## config.mk

```make
export PLATFORM = sky130hd
export DESIGN_NAME = pwm_multi_channel
export DESIGN_NICKNAME = d
export VERILOG_FILES = /design/src/rtl/pwm_pkg.sv /design/src/rtl/pwm_chan_cmp.sv /design/src/rtl/pwm_multi_channel.sv
export SDC_FILE = /design/constraint.sdc
export NUM_CORES = 1
export LEC_CHECK = 0
export CAP_MARGIN = 20
export CORE_MARGIN = 3
export CORE_UTILIZATION = 59
export CTS_BUF_LIST = sky130_fd_sc_hd__clkbuf_4 sky130_fd_sc_hd__clkbuf_8
export DETAILED_ROUTE_END_ITERATION = 16
export PLACE_DENSITY_LB_ADDON = 0.3
export SETUP_SLACK_MARGIN = 0.05
export SYNTH_ARGS = -nofsm -noshare
export SYNTH_HDL_FRONTEND = slang
export SYNTH_SLANG_ARGS = --single-unit
```

## constraint.sdc

```tcl
create_clock -name clk -period 5.5 [get_ports clk]
set_input_delay 0.55 -clock clk [delete_from_list [all_inputs] [get_ports clk]]
set_output_delay 0.55 -clock clk [all_outputs]
set_load 0.02 [all_outputs]
```

## src/rtl/pwm_pkg.sv

```systemverilog
// Shared types and defaults for the multi-channel PWM generator.
package pwm_pkg;

   localparam int PWM_CH_DEFAULT = 4;
   localparam int PWM_W_DEFAULT  = 8;

   typedef enum logic {
      PWM_EDGE   = 1'b0,
      PWM_CENTER = 1'b1
   } pwm_mode_t;

   typedef enum logic {
      DIR_UP   = 1'b0,
      DIR_DOWN = 1'b1
   } pwm_dir_t;

   // Bit offset of channel i's duty field inside the packed duty bus.
   function automatic int duty_slice(input int i, input int w);
      return i * w;
   endfunction

endpackage

```

## src/rtl/pwm_chan_cmp.sv

```systemverilog
// One PWM channel: shadow and active duty, plus the registered compare output.
module pwm_chan_cmp
   import pwm_pkg::*;
#(
   parameter int W = PWM_W_DEFAULT
) (
   input  logic         clk,
   input  logic         reset,
   input  logic         en,
   input  logic         load,
   input  logic         xfer,
   input  logic [W-1:0] cnt,
   input  logic [W-1:0] duty_in,
   output logic         pwm_out
);

   logic [W-1:0] d_act_q, d_act_d;
   logic [W-1:0] d_sh_q, d_sh_d;
   logic         out_q, out_d;

   // Compare against the duty active this cycle; transfer and capture take effect next cycle.
   always_comb begin
      d_act_d = d_act_q;
      d_sh_d  = d_sh_q;
      out_d   = 1'b0;
      if (en) begin
         out_d = (cnt < d_act_q);
      end
      if (xfer) begin
         d_act_d = d_sh_q;
      end
      if (load) begin
         d_sh_d = duty_in;
      end
   end

   // Channel state register; the output drops immediately when reset asserts.
   always_ff @(posedge clk or negedge reset) begin
      if (!reset) begin
         d_act_q <= '0;
         d_sh_q  <= '0;
         out_q   <= 1'b0;
      end else begin
         d_act_q <= d_act_d;
         d_sh_q  <= d_sh_d;
         out_q   <= out_d;
      end
   end

   assign pwm_out = out_q;

endmodule

```

## src/rtl/pwm_multi_channel.sv

```systemverilog
// N-channel PWM generator sharing one period counter, edge- or centre-aligned,
// with period/duty/mode double-buffered so changes land only on a period boundary.
module pwm_multi_channel
   import pwm_pkg::*;
#(
   parameter int CH = PWM_CH_DEFAULT,
   parameter int W  = PWM_W_DEFAULT
) (
   input  logic          clk,
   input  logic          reset,
   input  logic          en,
   input  logic          load,
   input  logic [W-1:0]  period,
   input  logic [CH*W-1:0] duty,
   input  logic          center,
   output logic [CH-1:0] pwm_out,
   output logic          period_tick,
   output logic          busy
);

   localparam logic [W-1:0] CNT_ONE = W'(1);

   logic [W-1:0] cnt_q, cnt_d;
   pwm_dir_t     dir_q, dir_d;
   logic [W-1:0] per_act_q, per_act_d;
   logic [W-1:0] per_sh_q, per_sh_d;
   pwm_mode_t    mode_act_q, mode_act_d;
   pwm_mode_t    mode_sh_q, mode_sh_d;
   logic         busy_q, busy_d;
   logic         tick_q, tick_d;

   logic         boundary;
   logic         xfer;
   logic [W-1:0] per_eff;
   pwm_mode_t    mode_eff;

   // Shadow handling and counter stepping; the step after a transfer already uses the new period and mode.
   always_comb begin
      cnt_d      = cnt_q;
      dir_d      = dir_q;
      per_act_d  = per_act_q;
      per_sh_d   = per_sh_q;
      mode_act_d = mode_act_q;
      mode_sh_d  = mode_sh_q;

      boundary = en && (cnt_q == '0);
      xfer     = busy_q && (boundary || !en);
      per_eff  = xfer ? per_sh_q : per_act_q;
      mode_eff = xfer ? mode_sh_q : mode_act_q;

      if (xfer) begin
         per_act_d  = per_sh_q;
         mode_act_d = mode_sh_q;
      end
      if (load) begin
         per_sh_d  = period;
         mode_sh_d = pwm_mode_t'(center);
      end
      busy_d = load || (busy_q && !xfer);
      tick_d = boundary;

      if (!en || xfer) begin
         dir_d = DIR_UP;
      end

      if (!en) begin
         cnt_d = '0;
      end else if (mode_eff == PWM_EDGE) begin
         dir_d = DIR_UP;
         cnt_d = (cnt_q >= per_eff) ? '0 : cnt_q + CNT_ONE;
      end else if (cnt_q == '0) begin
         dir_d = DIR_UP;
         cnt_d = (per_eff == '0) ? '0 : CNT_ONE;
      end else if ((dir_q == DIR_UP) && (cnt_q < per_eff)) begin
         cnt_d = cnt_q + CNT_ONE;
      end else begin
         dir_d = DIR_DOWN;
         cnt_d = cnt_q - CNT_ONE;
      end
   end

   // Shared counter, period/mode registers, pending flag and boundary pulse.
   always_ff @(posedge clk or negedge reset) begin
      if (!reset) begin
         cnt_q      <= '0;
         dir_q      <= DIR_UP;
         per_act_q  <= '1;
         per_sh_q   <= '1;
         mode_act_q <= PWM_EDGE;
         mode_sh_q  <= PWM_EDGE;
         busy_q     <= 1'b0;
         tick_q     <= 1'b0;
      end else begin
         cnt_q      <= cnt_d;
         dir_q      <= dir_d;
         per_act_q  <= per_act_d;
         per_sh_q   <= per_sh_d;
         mode_act_q <= mode_act_d;
         mode_sh_q  <= mode_sh_d;
         busy_q     <= busy_d;
         tick_q     <= tick_d;
      end
   end

   genvar g;
   generate
      for (g = 0; g < CH; g++) begin : g_chan
         pwm_chan_cmp #(.W(W)) u_chan (
            .clk     (clk),
            .reset   (reset),
            .en      (en),
            .load    (load),
            .xfer    (xfer),
            .cnt     (cnt_q),
            .duty_in (duty[duty_slice(g, W) +: W]),
            .pwm_out (pwm_out[g])
         );
      end
   endgenerate

   assign period_tick = tick_q;
   assign busy        = busy_q;

endmodule

```

==> results of run 1 <==
final timing paths:
path | cells past startpoint | end | from | slack, ps
worst min-delay path | 1 | g_chan[1].u_chan.d_sh_q[3]$_DFFE_PN0P_ | reset | 210
min in group clk | 1 | g_chan[0].u_chan.d_act_q[1]$_DFFE_PN0N_ | g_chan[0].u_chan.d_sh_q[1]$_DFFE_PN0P_ | 510
max in group asynchronous | 2 | g_chan[2].u_chan.d_act_q[6]$_DFFE_PN0N_ | reset | 4290
worst max-delay path | 14 | cnt_q[7]$_DFF_PN0_ | cnt_q[0]$_DFF_PN0_ | 1280
worst min register to register | 1 | g_chan[0].u_chan.d_act_q[1]$_DFFE_PN0N_ | g_chan[0].u_chan.d_sh_q[1]$_DFFE_PN0P_ | 510
worst max register to register | 14 | cnt_q[7]$_DFF_PN0_ | cnt_q[0]$_DFF_PN0_ | 1280
power breakdown:
| group | total, mW | internal (mW) | switching [mW] |
|---|---|---|---|
| registers | 1.10 | 0.946 | 0.152 |
| clock network | 0.476 | 0.243 | 0.232 |
| logic | 0.988 | 0.518 | 0.470 |
| total | 2.56 | 1.71 | 0.854 |
logic make-up (layout without fill, tap and decap cells):
group | Yosys count | in the layout
xor gates and xnor gates | 1 | 1
DFF | 97 | 97
AOI/OAI and AO/OA | 47 | 47
and+or+nand+nor | 49 | 49
buffers and inverters | 52 | 106
adders and majority gates | 38 | 38
muxes | 96 | 96
routing by layer:
layer,wire length [um],share of wire (%),vias up
met5,0,0,-
met1,3900,44,1507
li1,-,-,1436
met4,85,0.97,0
met2,4570,52,42
met3,240,2.7,8
state kept, by name (all words and copies together) (netlist names):
signal,flops
cnt_q,8
mode_act_q,1
per_sh_q,8
period_tick,1
g_chan.u_chan.d_act_q,32
g_chan.u_chan.pwm_out,4
g_chan.u_chan.d_sh_q,32
per_act_q,8
busy,1
dir_q,1
mode_sh_q,1
worst reg2reg max path: stages (launching register included):
cell and delay (ps):
dfrtp_1 590, inv_1 160, ha_1 260, and2_1 190, a32oi_4 400, buf_4 360, mux2_2 390, inv_1 60
ha_1 230, a21oi_1 140, o21ai_0 240, a311oi_1 380, a311o_1 490, nand2b_1 130, mux2i_1 150
cell type report:
class / count / area share, %
Clock inverter: 2 / 0.667
Multi-Input combinational cell: 231 / 38.9
Clock buffer: 13 / 2.96
Sequential cell: 97 / 43.5
Tap cell: 102 / 2.27
Inverter: 38 / 2.53
Timing Repair Buffer: 53 / 9.16
placed cells by master, fill, tap and decap left out, types with 2 or more instances in the layout:
cell type and n:
a211o_1 4, a211oi_1 4, a21o_1 9, a21oi_1 3, a311oi_1 2, a31oi_1 6, and2_1 2, and3_1 3
buf_4 4, clkbuf_4 2, clkbuf_8 11, clkdlybuf4s50_1 48, dfrtp_1 81, dfstp_2 16, ha_1 38, inv_1 38
mux2_2 76, mux2_4 2, mux2i_1 18, nand2_1 12, nand2b_1 12, nand3_1 3, nor2_1 8, nor4_1 2
o21ai_0 7, o21bai_1 4, or4_1 3
==> reports/results.ini, run 1 <==
[status]
run_status=completed

[clock_tree]
postCtsResizedCells=0
clock_insertion_delay_worst_skew_ps=350
tritoncts=done
clock-sinks=97
cts_hold_buf=0
htree_levels=3
max-clock-path-buffers=2
post-cts-setup-buffer-count=0
cts_buf_count=9
cts_root_buf=clkbuf_8
path_clk_slew_ps=90

[timing]
period_share_pct=76.7
finalWorstSetupSlack_ps=1280
maxClockFrequency_ghz=0.237
timing_worst_slew_pin_value_ps=979
timing_max_transition_violations_final=0
fin_worst_hold_slack_ps=214
slew_headroom_pct=34.7
finalClockSkew_ps=12.1
final_hold_viol_count=0
final_critical_delay_including_setup_and_external_delays_ps=4220
sum_of_negative_setup_slack_ps=0
unrepaired_setup_endpoints_after_global_routing=no
setup_viol=0

[global_route]
use_met1_pct=25.8
grt_antenna_before_repair=0
number_of_global_route_vias_before_repair=3201
grt_max_degree=53
grt_use_met2_pct=35.4
grt_pass1_wl_um=15300
grt_resource_usage_total_pct=20.1
grt_most_used_layer=met2
globalRouteOverflowTotal=0
groute.layer.met3.usage_pct=3.24

[logic_synthesis]
synthesis.nets=463
synth.cell_area_sq_um=4850
syn_inst=380
syn_area_per_cell_sq_um=12.8
synth_top_cell_by_area=dfrtp_1
compound_gate_fraction_of_synth_area_pct=7.64
synthTopCellsByCount=dfrtp_1, mux2_2, ha_1, inv_1, mux2i_1
post-synth-top-area-fraction_pct=41.8
synth_top_family_by_area=multiplexers
synth-edff-count=0
post_synthesis_share_of_cell_area_spent_on_full_adders_half_adders_and_majority_gates_pct=9.80
ys_seq_elements=97
most_used_standard_cell_by_instance_count_after_synthesis=dfrtp_1
share_of_async_settable_or_async_resettable_flops_after_synthesis_pct=100
synthXorXnorAreaFrac_pct=0.181
yosysWarningCount=0
synth_seq_area_share_pct=50.5
post_synth_mux_area_share_pct=22.0
yosys.area_share.simple_pct=5.60
synth.distinct_cells=38
synth.area.top_cells=dfrtp_1, mux2_2, ha_1
synth_top_flop_cell=dfrtp_1

[finish]
final_design_area_no_fill_sq_um=5630
areaGrowthSynthToFinish_pct=16.1
num-nets-final=513
fin_cells=536
seq_area_sq_um=2450
drive_above_1_share_pct=27.2
combined_area_of_the_multi_input_logic_cells_sq_um=2190
post-route-util_pct=71.7
total_inserted_antenna_cells=0
n_fill_cell=570

[critical_path]
critical-path-max-stage-delay_ps=590
cp.required_ps=5780
worst-setup-path-type=flip-flop to flip-flop
crit_arrival_ps=4490
timing.critical_path.slowest_stage_cell=dfrtp_1
critPathMaxFanout=20
end_kind=flip-flop
timing.critical_path.cells=inv_1 > ha_1 > and2_1 > a32oi_4 > buf_4 > mux2_2 > inv_1 > ha_1 > a21oi_1 > o21ai_0 > a311oi_1 > a311o_1 > nand2b_1 > mux2i_1
cp_top_family=compound AO/OA/AOI/OAI gates
cp-start-kind=flip-flop
critical_path_buf_inv_count=3

[placed_design]
gp_congestion=0.824
placed_area_sq_um=5430
placed_cells_incl_taps=521
dpl_worst_slack_ps=1210
dp_hpwl_um=6320
io_buffers=50

[floorplan]
die_x_um=96.7
floorplan.rows=32
fp.dieH_um=96.7
die_area_sq_um=9340
initial_utilization_pct=61.8
ioPinCount=51
placeableCoreArea_sq_um=7850

[drt]
routed-via-count=2993
routed_via_density=5.58
final_antenna_net_count=0
drt-wirelength-per-cell_um=16.4
dr.first_iter.drc_count=117
postRouteWirelength_um=8790
detail_route.first_pass.iterations=4
route.detailed.drc=0

[power]
power_density_nw_per_um2=455
power_leakage_nw=2.72
p_total_mw=2.56
power.ir.vdd_worst_v=0.000229

[run]
cap_violations=0

[min_path]
worst_hold_path_type=primary input to async pin

(Power assumes the default switching activity.)
==> inputs of run 2 (changes only) <==
==> constraint.sdc (replaced) <==
create_clock -name clk -period 4.2 [get_ports clk]
set_input_delay 0.42 -clock clk [delete_from_list [all_inputs] [get_ports clk]]
set_output_delay 0.42 -clock clk [all_outputs]
set_load 0.02 [all_outputs]
==> run 2 against run 1 <==
Final cell count up 0.56%. Count of clock-buffer cells in the layout down 2. Flip-flop and latch count unchanged. Clock skew up 0.73 ps. Critical endpoint is now cnt_q[2]$_DFF_PN0_. Largest cell class unchanged. Highest routed layer unchanged.
==> reports/results.ini, run 2 (synthesized netlist as in run 1, its figures left out) <==
[finish]
num-nets-final=515
seq_area_sq_um=2450
total_inserted_antenna_cells=0
final_design_area_no_fill_sq_um=5660
post-route-util_pct=72.1
final_cell_mix=dfrtp_1, mux2_2, clkdlybuf4s50_1
combined_area_of_the_multi_input_logic_cells_sq_um=2190
drive_above_1_share_pct=27.7
largestRegisters=g_chan.u_chan.d_act_q: 32 flops, g_chan.u_chan.d_sh_q: 32 flops
mostFrequentLayoutCell=dfrtp_1
n_fill_cell=579
areaGrowthSynthToFinish_pct=16.7

[drt]
routed_via_density=5.69
detail_route.first_pass.iterations=5
drt-wirelength-per-cell_um=16.5
route.detailed.drc=0
final_antenna_net_count=0
routed-via-count=3069
postRouteWirelength_um=8910
dr.first_iter.drc_count=108

[floorplan]
placeableCoreArea_sq_um=7850
ioPinCount=51
initial_utilization_pct=61.8
die_x_um=96.7
die_area_sq_um=9340
fp.dieH_um=96.7
floorplan.rows=32

[power]
power.ir.vdd_worst_v=0.000326
power_density_nw_per_um2=603
power_leakage_nw=2.73

[timing]
setup_viol=0
period_share_pct=92.7
slew_headroom_pct=37.2
finalClockSkew_ps=12.8
unrepaired_setup_endpoints_after_global_routing=no
timing_worst_slew_pin_value_ps=943
final_hold_viol_count=0
final_critical_delay_including_setup_and_external_delays_ps=3890
finalWorstSetupSlack_ps=309
maxClockFrequency_ghz=0.257
timing_max_transition_violations_final=0
fin_worst_hold_slack_ps=123
sum_of_negative_setup_slack_ps=0

[placed_design]
dpl_worst_slack_ps=164
placed_area_sq_um=5440
gp_congestion=0.810
dp_hpwl_um=6350
io_buffers=50

[run]
cap_violations=0

[clock_tree]
cts_hold_buf=0
cts_buf_count=9
clock_insertion_delay_worst_skew_ps=360
post-cts-setup-buffer-count=0
cts_root_buf=clkbuf_8
clock-sinks=97
postCtsResizedCells=0
max-clock-path-buffers=2
tritoncts=done
path_clk_slew_ps=90
htree_levels=3

[critical_path]
critPathMaxFanout=11
cp_top_family=compound AO/OA/AOI/OAI gates
crit_arrival_ps=4170
cp.required_ps=4480
timing.critical_path.slowest_stage_cell=o31ai_4
worst-setup-path-type=flip-flop to flip-flop
critical-path-max-stage-delay_ps=580
reg2reg_setup_slack_ps=310
critical_path_buf_inv_count=2
end_kind=flip-flop
timing.critical_path.cells=inv_1 > ha_1 > and2_1 > a32oi_4 > mux2_2 > inv_1 > ha_1 > a21oi_1 > o21ai_0 > o31ai_4 > mux2i_1 > mux2i_1
cp-start-kind=flip-flop

[global_route]
grt_max_degree=64
globalRouteOverflowTotal=0
number_of_global_route_vias_before_repair=3250
grt_antenna_before_repair=0
grt_pass1_wl_um=15200
grt_resource_usage_total_pct=20.0

[min_path]
worst_hold_path_type=primary input to async pin

[status]
run_status=completed

## run 2: cell count changes in the layout (fill, tap and decap cells not counted)
cell / delta
buf_4: +2
bufinv_16: +1
a311o_1: -1
clkinv_4: +1
clkbuf_8: -2
a311o_2: +1
clkinv_1: +1
## run 2: worst paths after layout
check,startpoint,endpoint,cells past startpoint
setup / recovery,cnt_q[0]$_DFF_PN0_,cnt_q[2]$_DFF_PN0_,12
hold / removal,reset,g_chan[1].u_chan.d_sh_q[2]$_DFFE_PN0P_,1
setup reg to reg,cnt_q[0]$_DFF_PN0_,cnt_q[2]$_DFF_PN0_,12
hold reg to reg,g_chan[2].u_chan.d_sh_q[2]$_DFFE_PN0P_,g_chan[2].u_chan.d_sh_q[2]$_DFFE_PN0P_,1
max in group asynchronous,reset,per_act_q[2]$_DFF_PN1_,2
min in group clk,g_chan[2].u_chan.d_sh_q[2]$_DFFE_PN0P_,g_chan[2].u_chan.d_sh_q[2]$_DFFE_PN0P_,1
## run 2: per-stage QoR
step / power (mW) / cells
6_report: 3.42 / 539
5_1_grt: 3.65 / 539
4_1_cts: 3.44 / 539
3_5_place_dp: 2.75 / 523
3_3_place_gp: 2.66 / 523
2_1_floorplan: 2.39 / 380
## run 2: layout make-up
type                       count  area share (%)
timing repair buffer          55            9.37
clock inverter                 5            1.41
sequential                    97            43.2
inverter                      38            2.52
multi-input combinational    231            38.7
clock buffer                  11            2.45
tap                          102            2.25
## run 2: where the power goes
group | leakage [nW] | switching, mW | internal (mW) | total, mW
sequential | 1.14 | 0.184 | 1.24 | 1.42
combinational | 1.49 | 0.641 | 0.687 | 1.33
clock | 0.108 | 0.316 | 0.348 | 0.664
## run 2: routing by layer
metal | track usage, % | wire [um] | vias up
li1 | - | - | 1440
met1 | 25.6 | 3870 | 1562
met2 | 34.2 | 4590 | 57
met3 | 4.25 | 338 | 10
met4 | 5.62 | 113 | 0
met5 | 0 | 0 | -
